[src/rtl/mu_event_detector.sv]
// Debounced hysteresis event detector for pooled mu samples with an event queue.
// Ports: clk/rst, mu_in+mu_valid, thr_hi/thr_lo, evt_* valid/ready queue head,
// active, overflow. Optional timestamping via macro MU_EVENT_TIMESTAMP_EN
// (adds evt_ts port, ts counter and per-entry ts storage).
module mu_event_detector #(
  parameter int DEBOUNCE   = 4,
  parameter int FIFO_DEPTH = 4
) (
  input  logic        clk,
  input  logic        rst,
  input  logic [7:0]  mu_in,
  input  logic        mu_valid,
  input  logic [7:0]  thr_hi,
  input  logic [7:0]  thr_lo,
  output logic        evt_valid,
  input  logic        evt_ready,
  output logic        evt_rise,
  output logic [7:0]  evt_level,
`ifdef MU_EVENT_TIMESTAMP_EN
  output logic [15:0] evt_ts,
`endif
  output logic        active,
  output logic        overflow
);

  typedef enum logic [1:0] {
    S_IDLE,
    S_PEND_HI,
    S_ACTIVE,
    S_PEND_LO
  } state_e;

  localparam int AW = $clog2(FIFO_DEPTH);
  localparam int CW = AW + 1;
`ifdef MU_EVENT_TIMESTAMP_EN
  localparam int EW = 25;
`else
  localparam int EW = 9;
`endif

  localparam logic [3:0]    DB      = 4'(DEBOUNCE);
  localparam logic [AW-1:0] PTR_ONE = AW'(1);
  localparam logic [CW-1:0] CNT_ONE = CW'(1);
  localparam logic [CW-1:0] DEPTH_C = CW'(FIFO_DEPTH);

  state_e        state_q, state_d;
  logic [3:0]    cnt_q, cnt_d;
  logic [3:0]    cnt_inc;
  logic          hi_hit, lo_hit;
  logic          push, push_rise;

  logic [EW-1:0] mem_q [FIFO_DEPTH];
  logic [AW-1:0] wr_ptr_q, rd_ptr_q;
  logic [CW-1:0] count_q, count_d;
  logic          ovf_q;
  logic          pop, full, wr_en, drop;
  logic [EW-1:0] entry_w, head;

`ifdef MU_EVENT_TIMESTAMP_EN
  logic [15:0]   ts_q;
`endif

  assign hi_hit  = mu_in >= thr_hi;
  assign lo_hit  = mu_in <= thr_lo;
  assign cnt_inc = cnt_q + 4'd1;

  always_comb begin
    state_d   = state_q;
    cnt_d     = cnt_q;
    push      = 1'b0;
    push_rise = 1'b0;
    if (mu_valid) begin
      unique case (state_q)
        S_IDLE: begin
          if (hi_hit) begin
            if (DB == 4'd1) begin
              state_d   = S_ACTIVE;
              cnt_d     = 4'd0;
              push      = 1'b1;
              push_rise = 1'b1;
            end else begin
              state_d = S_PEND_HI;
              cnt_d   = 4'd1;
            end
          end
        end
        S_PEND_HI: begin
          if (!hi_hit) begin
            state_d = S_IDLE;
            cnt_d   = 4'd0;
          end else if (cnt_inc == DB) begin
            state_d   = S_ACTIVE;
            cnt_d     = 4'd0;
            push      = 1'b1;
            push_rise = 1'b1;
          end else begin
            cnt_d = cnt_inc;
          end
        end
        S_ACTIVE: begin
          if (lo_hit) begin
            if (DB == 4'd1) begin
              state_d = S_IDLE;
              cnt_d   = 4'd0;
              push    = 1'b1;
            end else begin
              state_d = S_PEND_LO;
              cnt_d   = 4'd1;
            end
          end
        end
        S_PEND_LO: begin
          if (!lo_hit) begin
            state_d = S_ACTIVE;
            cnt_d   = 4'd0;
          end else if (cnt_inc == DB) begin
            state_d = S_IDLE;
            cnt_d   = 4'd0;
            push    = 1'b1;
          end else begin
            cnt_d = cnt_inc;
          end
        end
        default: begin
          state_d = S_IDLE;
          cnt_d   = 4'd0;
        end
      endcase
    end
  end

`ifdef MU_EVENT_TIMESTAMP_EN
  assign entry_w = {push_rise, mu_in, ts_q};
`else
  assign entry_w = {push_rise, mu_in};
`endif

  assign evt_valid = count_q != '0;
  assign pop       = evt_valid & evt_ready;
  assign full      = count_q == DEPTH_C;
  // A pop frees the slot in the same edge, so a full queue still accepts.
  assign wr_en     = push & (~full | pop);
  assign drop      = push & full & ~pop;

  always_comb begin
    count_d = count_q;
    if (wr_en && !pop) begin
      count_d = count_q + CNT_ONE;
    end else if (pop && !wr_en) begin
      count_d = count_q - CNT_ONE;
    end
  end

  always_ff @(posedge clk) begin
    if (rst) begin
      state_q  <= S_IDLE;
      cnt_q    <= 4'd0;
      wr_ptr_q <= '0;
      rd_ptr_q <= '0;
      count_q  <= '0;
      ovf_q    <= 1'b0;
    end else begin
      state_q <= state_d;
      cnt_q   <= cnt_d;
      count_q <= count_d;
      if (wr_en) wr_ptr_q <= wr_ptr_q + PTR_ONE;
      if (pop)   rd_ptr_q <= rd_ptr_q + PTR_ONE;
      if (drop)  ovf_q    <= 1'b1;
    end
  end

`ifdef MU_EVENT_TIMESTAMP_EN
  always_ff @(posedge clk) begin
    if (rst) begin
      ts_q <= 16'd0;
    end else if (mu_valid) begin
      ts_q <= ts_q + 16'd1;
    end
  end
`endif

  // Storage needs no reset: head outputs are masked while the queue is empty.
  always_ff @(posedge clk) begin
    if (wr_en) mem_q[wr_ptr_q] <= entry_w;
  end

  assign head      = mem_q[rd_ptr_q];
  assign evt_rise  = evt_valid & head[EW-1];
  assign evt_level = evt_valid ? head[EW-2 -: 8] : 8'd0;
`ifdef MU_EVENT_TIMESTAMP_EN
  assign evt_ts    = evt_valid ? head[15:0] : 16'd0;
`endif

  assign active   = (state_q == S_ACTIVE) || (state_q == S_PEND_LO);
  assign overflow = ovf_q;

endmodule

[config.mk]
export PLATFORM = sky130hd
export DESIGN_NAME = mu_event_detector
export DESIGN_NICKNAME = d
export VERILOG_FILES = /design/src/rtl/mu_event_detector.sv
export SDC_FILE = /design/constraint.sdc
export NUM_CORES = 1
export LEC_CHECK = 0
export ABC_AREA = 1
export CORE_MARGIN = 2
export CORE_UTILIZATION = 49
export DETAILED_ROUTE_END_ITERATION = 16
export HOLD_SLACK_MARGIN = 0.03
export PLACE_DENSITY_LB_ADDON = 0.05
export RECOVER_POWER = 50
export SYNTH_ARGS = -nofsm -noshare
export SYNTH_HDL_FRONTEND = slang
export SYNTH_SLANG_ARGS = --single-unit
[constraint.sdc]
create_clock -name clk -period 2.35 [get_ports clk]
set_input_delay 0.47 -clock clk [delete_from_list [all_inputs] [get_ports clk]]
set_output_delay 0.47 -clock clk [all_outputs]
set_load 0.05 [all_outputs]
==> impl_metrics.json <==
{
  "vdd_ir_drop_max_mv": 0.414,
  "route.vias.total": 2330,
  "drt_iter0_drc": 99,
  "core_area_mm2": 0.00547,
  "synth.distinct_cells": 28,
  "root_buffer": "clkbuf_8",
  "via_per_inst": 4.91,
  "r2r-end": "count_q[2]",
  "regToRegStartpoint": "cnt_q[0]",
  "pre_cts_slack_ps": -849,
  "tns_ps": -44.8,
  "finalNonFillerCells": 475,
  "drc": 0,
  "period_minus_slack_ps": 2390,
  "hold_depth": 1,
  "wire_per_inst_um": 14.2,
  "finalMaxSlewViolations": 0,
  "die-area_mm2": 0.00623,
  "start_util_pct": 50.3,
  "grt_max_degree": 19,
  "yosys-top-cells-count": "nor2_1 (60), inv_1 (39), edfxtp_1 (36), nand2_1 (35), o21ai_0 (25)",
  "rr_worst_depth": 14,
  "dp_hpwl_um": 4330,
  "cap_violations": 0,
  "yosysMostFrequentCell": "nor2_1",
  "worstHoldStart": "mu_in[0]",
  "ys_seq_area_share_pct": 51.0,
  "dpl.cell_count": 434,
  "hold_class": "primary input to flop",
  "setup_viol": 2,
  "synth_edf_count": 36,
  "critPathLaunchType": "primary input",
  "failed_checks": "negative setup slack",
  "status": "finished, violations left",
  "cts_buffer_depth": 2,
  "p_leak_nw": 1.75,
  "wl_um": 6740,
  "async_reset_ff_share_pct": 0,
  "reg2reg_slack_ps": 90,
  "yosys.area.top_type": "edfxtp_1",
  "worstSetupPathType": "primary input to flop",
  "cts.sinks": 52,
  "firstDrtPassIters": 4,
  "cp.required_ps": 2550,
  "antenna_cells": 0,
  "rsz0062_at_grt": "true",
  "clk_pin_slew_ps": 90,
  "relSlewSlack_pct": 66.5,
  "track_usage_pct": 22.4,
  "synth_top_area_share_pct": 39.3,
  "drive_gt1_share_pct": 42.2,
  "yosys_warnings": 0,
  "cts_buffers": 5,
  "end_kind": "flop",
  "max_freq_mhz": 419,
  "syn-instance-count": 302,
  "syn_area_mm2": 0.00275,
  "path_max_fanout": 2,
  "worst_pin_slew_ps": 501,
  "final_antenna_net_count": 0,
  "fp.dieH_um": 78.9,
  "grt_pass1_wl_um": 10700,
  "final_util_pct": 74.0,
  "setup_ws_ps": -36.0,
  "period_share_pct": 102,
  "synth_ff_type": "edfxtp_1",
  "ys_seq_elements": 52,
  "finalPower_mw": 3.08,
  "die_w_um": 78.9,
  "syn_to_final_growth_pct": 47.3,
  "cts_tree": "built",
  "num_rows": 27,
  "synthesis.nets": 354,
  "power.density_mw_per_mm2": 759,
  "overflow": 0,
  "antenna_found_initial": 0,
  "hold_path_end": "mem_q[0][0]",
  "port_buffers": 39,
  "cts_htree_levels": 2,
  "hold_viol": 0,
  "clkLatencyLatePin_ps": 300,
  "synthTopCellsByArea": "edfxtp_1 (39%), dfxtp_1 (12%), ha_1 (10%)",
  "io_pins": 40,
  "skew_ps": 14.0,
  "crit_arrival_ps": 2580,
  "syn_area_per_cell_um2": 9.11,
  "gp_congestion": 0.803,
  "grt_pass1_vias": 2283,
  "final_nets": 454
}
metal layers:
layer	vias up	global-route usage [%]	share of wire (%)
met5	-	0	0
met4	0	8.10	2.4
met3	10	2.61	3.2
met2	48	41.0	53
met1	1087	27.2	42
li1	1185	-	-
registers in the layout (all words and copies together) (netlist names), named ones only:
register	cells
cnt_q	4
overflow	1
count_q	3
rd_ptr_q	2
mem_q	36
wr_ptr_q	2
state_q	2
where the power goes:
group | total (mW) | switching [mW] | internal (mW)
Combinational | 1.43 | 0.822 | 0.604
Sequential | 1.06 | 0.0435 | 1.02
Clock | 0.590 | 0.274 | 0.316
Total | 3.08 | 1.14 | 1.94
metrics by stage:
step	hold WS [ps]	cell area (um^2)
after detailed placement	457	3650
after floorplan	436	2910
after CTS	479	4020
final	450	4050
after global placement	453	3650
after global routing	443	4050
placed cells by master, fill, tap and decap left out, types with 2 or more instances in the layout:
master,n
nor2_1,60
ha_1,7
nand2_1,21
a21oi_2,4
nor2_2,2
a21o_1,2
buf_12,9
clkbuf_8,5
clkdlybuf4s15_1,2
a21oi_1,20
nand2_4,4
nand3_1,4
dfxtp_1,16
o21ai_0,22
inv_2,17
buf_2,6
edfxtp_1,36
o21ai_1,3
inv_4,3
nand2_2,17
inv_1,23
nand3_2,2
xnor2_1,2
buf_4,61
dlygate4sd2_1,2
nand4_1,3
nor2_4,4
clkdlybuf4s50_1,6
ha_2,2
clkbuf_2,11
ha_4,14
final cells by class:
| cell class | count | area [um^2] |
|---|---|---|
| Fill cell | 401 | 1420 |
| Tap cell | 72 | 90.1 |
| Sequential cell | 52 | 1400 |
| Multi-Input combinational cell | 199 | 1410 |
| Timing Repair Buffer | 99 | 847 |
| Inverter | 45 | 193 |
| Clock inverter | 2 | 35.0 |
| Clock buffer | 6 | 72.6 |
cells by family after synthesis:
kind of cell / count (synthesis) / share of synthesized area [%]
AND/OR/NAND/NOR: 121 / 20.1
AO/OA/AOI/OAI: 52 / 9.74
flip-flops: 52 / 51.0
buffers and inverters: 51 / 7.37
adder cells (fa/ha/maj): 24 / 11.2
XOR/XNOR: 2 / 0.637
how the worst max path moves through the flow:
stage | start | endpoint | depth (start not counted)
finish | thr_hi[2] | count_q[2] | 20
detailed placement | thr_lo[5] | count_q[2] | 18
CTS | mu_in[4] | count_q[2] | 17
global placement | thr_lo[5] | count_q[2] | 19
floorplan | thr_lo[5] | count_q[2] | 18
global route | thr_hi[0] | count_q[2] | 20
worst max-delay path, cell delays in order:
cell and delay (ps):
clkdlybuf4s15_1 160, inv_1 30, ha_1 270, nand2_2 60, inv_2 70, nand2_1 50
nand2_1 80, nand2_2 80, nand3_2 100, nand2_2 80, nand2_4 80, nand3_4 60
inv_2 70, ha_4 140, inv_4 40, fa_2 360, a21oi_2 120, o21ai_1 90
o21ai_1 130, a21oi_1 50
timing repair:
item | CTS | global route
gates resized for setup | 68 | 51
hold buffers | 0 | 0
endpoints found under the setup margin | 39 | 8
gates cloned | 0 | 0
hold endpoints to repair | 0 | 0
buffers inserted | 31 | 2
pin swaps | 22 | 31
Power figures use the tool's default switching activity.
